==> config.mk <==
export PLATFORM = sky130hd
export DESIGN_NAME = dram_fifo_m
export DESIGN_NICKNAME = d
export VERILOG_FILES = /design/src/rtl/dram_fifo_pkg.sv /design/src/rtl/sdp_distributed_ram_m.sv /design/src/rtl/dram_fifo_m.sv
export SDC_FILE = /design/constraint.sdc
export NUM_CORES = 1
export LEC_CHECK = 0
export CORE_MARGIN = 2
export CORE_UTILIZATION = 30
export CTS_BUF_LIST = sky130_fd_sc_hd__clkbuf_8
export DETAILED_ROUTE_END_ITERATION = 10
export GPL_ROUTABILITY_DRIVEN = 0
export PLACE_DENSITY_LB_ADDON = 0.15
export SYNTH_ARGS = -nofsm -noshare
export SYNTH_HDL_FRONTEND = slang
export SYNTH_HIERARCHICAL = 1
export SYNTH_SLANG_ARGS = --single-unit
export TNS_END_PERCENT = 10
==> constraint.sdc <==
create_clock -name clk -period 4.5 [get_ports clk]
set_input_delay 0.9 -clock clk [delete_from_list [all_inputs] [get_ports clk]]
set_output_delay 0.9 -clock clk [all_outputs]
set_load 0.02 [all_outputs]
==> src/rtl/dram_fifo_pkg.sv <==
// Shared types for the distributed-RAM FIFO: the per-cycle operation code
// and the decode from handshake events to that code.
package dram_fifo_pkg;

  typedef enum logic [1:0] {
    IDLE     = 2'b00,
    PUSH     = 2'b01,
    POP      = 2'b10,
    PUSH_POP = 2'b11
  } cmd_t;

  // Map the two qualified handshake events onto a single operation.
  function automatic cmd_t cmd_decode(input logic push, input logic pop);
    cmd_t c;
    unique case ({pop, push})
      2'b01:   c = PUSH;
      2'b10:   c = POP;
      2'b11:   c = PUSH_POP;
      default: c = IDLE;
    endcase
    return c;
  endfunction

endpackage

==> src/rtl/sdp_distributed_ram_m.sv <==
// Simple dual-port distributed RAM: one synchronous write port, one read
// port that is asynchronous (OUT_REGISTERED="NO") or registered ("YES").
// Contents are never reset.
module sdp_distributed_ram_m #(
  parameter int    ADDR_WIDTH     = 4,
  parameter int    WORD_WIDTH     = 32,
  parameter string OUT_REGISTERED = "NO"
) (
  input  logic                  clk,
  input  logic                  we,
  input  logic [ADDR_WIDTH-1:0] waddr,
  input  logic [WORD_WIDTH-1:0] data_in,
  input  logic [ADDR_WIDTH-1:0] raddr,
  output logic [WORD_WIDTH-1:0] data_out
);

  logic [WORD_WIDTH-1:0] mem [2**ADDR_WIDTH];

  // Write port: store on the clock edge when enabled.
  always_ff @(posedge clk) begin
    if (we) mem[waddr] <= data_in;
  end

  generate
    if (OUT_REGISTERED == "YES") begin : g_reg_out
      // Registered read: word appears one cycle after the address.
      always_ff @(posedge clk) begin
        data_out <= mem[raddr];
      end
    end else begin : g_async_out
      // Asynchronous read: word follows the address combinationally.
      always_comb begin
        data_out = mem[raddr];
      end
    end
  endgenerate

endmodule

==> src/rtl/dram_fifo_m.sv <==
// First-word-fall-through valid/ready FIFO built on an asynchronous-read
// distributed RAM. Full/empty come from the occupancy count only; the
// pointers are free-running and wrap naturally.
// Optional feature: define DRAM_FIFO_WMARK_EN to add the max_count
// high-water-mark port and register.
module dram_fifo_m
  import dram_fifo_pkg::*;
#(
  parameter int ADDR_WIDTH  = 4,
  parameter int WORD_WIDTH  = 32,
  parameter int AFULL_LEVEL = (2**ADDR_WIDTH) - 2
) (
  input  logic                  clk,
  input  logic                  rst_n,
  input  logic                  in_valid,
  output logic                  in_ready,
  input  logic [WORD_WIDTH-1:0] in_data,
  output logic                  out_valid,
  input  logic                  out_ready,
  output logic [WORD_WIDTH-1:0] out_data,
  output logic [ADDR_WIDTH:0]   count,
  output logic                  almost_full
`ifdef DRAM_FIFO_WMARK_EN
  , output logic [ADDR_WIDTH:0] max_count
`endif
);

  localparam int                DEPTH_I   = 2**ADDR_WIDTH;
  localparam logic [ADDR_WIDTH:0] DEPTH   = DEPTH_I[ADDR_WIDTH:0];
  localparam logic [ADDR_WIDTH:0] AF_LVL  = AFULL_LEVEL[ADDR_WIDTH:0];
  localparam logic [ADDR_WIDTH:0] CNT_ONE = {{ADDR_WIDTH{1'b0}}, 1'b1};
  localparam logic [ADDR_WIDTH-1:0] PTR_ONE = {{(ADDR_WIDTH-1){1'b0}}, 1'b1};

  logic [ADDR_WIDTH-1:0] wptr, rptr;
  logic [ADDR_WIDTH:0]   count_nxt;
  logic                  push, pop;
  cmd_t                  cmd;

  // Handshake qualification; in_ready is held low during reset so a word
  // presented on the reset edge is never written.
  always_comb begin
    in_ready  = rst_n && (count != DEPTH);
    out_valid = (count != '0);
    push      = in_valid && in_ready;
    pop       = out_valid && out_ready;
    cmd       = cmd_decode(push, pop);
  end

  // Next occupancy from the decoded operation.
  always_comb begin
    count_nxt = count;
    unique case (cmd)
      PUSH:    count_nxt = count + CNT_ONE;
      POP:     count_nxt = count - CNT_ONE;
      default: count_nxt = count;
    endcase
  end

  // Pointer, count and almost_full state.
  always_ff @(posedge clk) begin
    if (!rst_n) begin
      wptr        <= '0;
      rptr        <= '0;
      count       <= '0;
      almost_full <= 1'b0;
    end else begin
      if (push) wptr <= wptr + PTR_ONE;
      if (pop)  rptr <= rptr + PTR_ONE;
      count       <= count_nxt;
      almost_full <= (count_nxt >= AF_LVL);
    end
  end

`ifdef DRAM_FIFO_WMARK_EN
  // High-water mark: tracks the largest occupancy since reset.
  always_ff @(posedge clk) begin
    if (!rst_n) begin
      max_count <= '0;
    end else if (count_nxt > max_count) begin
      max_count <= count_nxt;
    end
  end
`endif

  sdp_distributed_ram_m #(
    .ADDR_WIDTH     (ADDR_WIDTH),
    .WORD_WIDTH     (WORD_WIDTH),
    .OUT_REGISTERED ("NO")
  ) u_ram (
    .clk      (clk),
    .we       (push),
    .waddr    (wptr),
    .data_in  (in_data),
    .raddr    (rptr),
    .data_out (out_data)
  );

endmodule

==> flow_summary.toml <==
[grt]
antenna_found_initial = 1
grt-ovfl-total = 0
grt_pass1_vias = 10400
global_route.usage.total_pct = 14.6
grt_max_degree = 59
grt_pass1_wl_um = 71900

[worst_hold_path]
min_path_type = "register to register"

[cts]
cts_setup_buffers = 0
cts.sinks = 526
worstSkewPairLatency_ns = 0.66
cts_tree = "done"
cts.htree.levels = 3
cts_buffers = 89
cts-root-buf = "clkbuf_8"
path_clk_slew_ns = 0.06
cts_resized = 0
cts.path.max_buffers = 3
cts_hold_buffers = 0

[yosys]
yosysWarnings = 6
synth.avg_cell_area_sq_um = 22.6
ys.flop_type = "edfxtp_1"
synth_edf_count = 512
syn-cell-area_sq_mm = 0.0200
seq_area_frac_synth_pct = 78.3
ys_types = 41
async_reset_ff_share_pct = 0
synth_fp_nets = 928
synth_cells = 885
ys_ff_latch = 526

[drt]
dr_wl_met3_um = 1720
ant_nets = 0
dr.pass1.iters = 5
met2WireLength_um = 23900
wl_per_cell_um = 24.6
num_vias = 9511
top_layer = "met5"
wl_met1_um = 21900
routed_wl_um = 48600
drt_iter0_drc = 685
drc = 0
viasPerCell = 4.81

[sta]
fin_setup_tns_ns = 0
slew_violations = 0
setup_violations = 0
rsz0062_at_grt = "false"
tightest_slew_ns = 0.861
hold_viol = 0
fin_ws_ns = 0.450
period_needed_ns = 4.05
fin_crit_sh_pct = 90.0
fmax_mhz = 247
finClkSkew_ns = 0.0216
slew_headroom_pct = 42.5

[critical_path]
crit_required_ns = 3.60
critPathCaptureType = "output pin"
critPathLaunchType = "register"
crit_fanout = 20
crit_type = "register to output pin"
arrival_ns = 3.15

[final_layout]
nets = 1088
syn_to_final_growth_pct = 18.8
n_fill_cell = 6105
final-instance-count-excl-fill = 1977
multi_input_area_sq_mm = 0.00422
ff_latch_area_sq_mm = 0.0157
drive_gt1_share_pct = 27.0
final_area_sq_mm = 0.0237

[die]
dieArea_sq_mm = 0.0687
die_h_um = 262
start_util_pct = 30.4
num_io_pins = 76
rows = 94
coreArea_sq_mm = 0.0659
dieWidth_um = 262

[placement]
place_inst = 1818
hpwl_um = 27300
port_buffers = 75
dpl_worst_slack_ns = 1.07
placed_cell_area_sq_mm = 0.0222

[power_and_ir_drop]
powerDensity_mw_per_mm2 = 470
max-vdd-ir-drop_v = 0.000284
total_power_mw = 11.2
power.leakage_nw = 7.35

[outcome]
outcome = "complete, no violations"

[run]
cap_violations = 0
[final cells by class]
cell class                      count  area share, %
Timing Repair Buffer              114           5.03
Inverter                            4         0.0843
Antenna cell                        1         0.0105
Tap cell                          864           4.55
Clock buffer                       90           5.22
Sequential cell                   526           66.0
Multi-Input combinational cell    310           17.8
Clock inverter                     68           1.36
[layer usage]
layer | vias up | global-route usage (%)
met5 | - | 0
met4 | 2 | 4.36
met3 | 78 | 2.81
met2 | 200 | 23.8
met1 | 5122 | 19.7
li1 | 4109 | -
[cell usage after synthesis, types with 2 or more instances]
cell type,count,share of area [%]
a21oi_1,2,0.050
a22oi_1,64,2.4
and2_1,5,0.16
buf_1,9,0.17
buf_2,4,0.10
buf_4,11,0.41
buf_6,2,0.11
clkbuf_1,19,0.36
dfxtp_1,14,1.4
edfxtp_1,512,77
ha_1,6,0.38
inv_1,3,0.056
mux2i_1,5,0.25
mux4_2,128,14
nand2_1,39,0.73
nand2b_1,4,0.13
nand3_1,5,0.13
nand3b_1,2,0.075
nor2_1,14,0.26
nor2b_1,6,0.19
nor3_1,5,0.13
o211ai_1,2,0.075
o21a_1,3,0.11
xnor2_1,4,0.18
[cell families after synthesis]
family,share of synthesized area [%]
compound gates,3.00
xor+xnor,0.219
fa+ha+maj,0.476
buf+inv,1.25
flops,78.3
mux,14.7
simple gates,2.08
[path summary, 6_finish.rpt]
kind | start | to | slack, ns | cells past startpoint
worst max-delay path | rptr[1] | out_data[17] | 0.45 | 5
worst min-delay path | wptr[2] | wptr[2] | 0.52 | 1
worst max register to register | count[1] | almost_full | 1.63 | 9
worst min register to register | wptr[2] | wptr[2] | 0.52 | 1
[critical path: stages, from the launching register on]
cell,delay (ns)
dfxtp_4,0.59
buf_4,0.41
mux4_2,0.38
a22oi_1,0.38
nand2_1,0.15
clkdlybuf4s50_1,0.56
[sequential cells by signal (all words and copies together) (netlist names)]
signal and count:
count 5, rptr 4, wptr 4, almost_full 1, u_ram/mem 512
[cell usage in the layout, fill, tap and decap left out, drive strengths merged, types with 4 or more instances in the layout]
cell / count
a22oi: 64
and2: 5
buf: 39
clkbuf: 90
clkdlybuf4s50: 75
clkinv: 28
dfxtp: 14
edfxtp: 512
ha: 6
inv: 40
mux2i: 5
mux4: 128
nand2: 39
nand2b: 4
nand3: 5
nor2: 14
nor2b: 6
nor3: 5
xnor2: 4
[stage by stage]
step / hold WS (ns) / util [%]
floorplan: 0.465 / -
global placement: 0.491 / 33.7
detailed placement: 0.506 / 33.7
CTS: 0.520 / 36.0
global route: 0.563 / 36.0
finish: 0.518 / 36.0
[where the power goes]
group | switching [mW] | internal, mW | leakage (nW)
Clock | 1.89 | 1.92 | 0.920
Combinational | 0.929 | 0.872 | 1.71
Sequential | 0.0717 | 5.47 | 4.73
No activity file was read; power rests on OpenSTA's default activity.
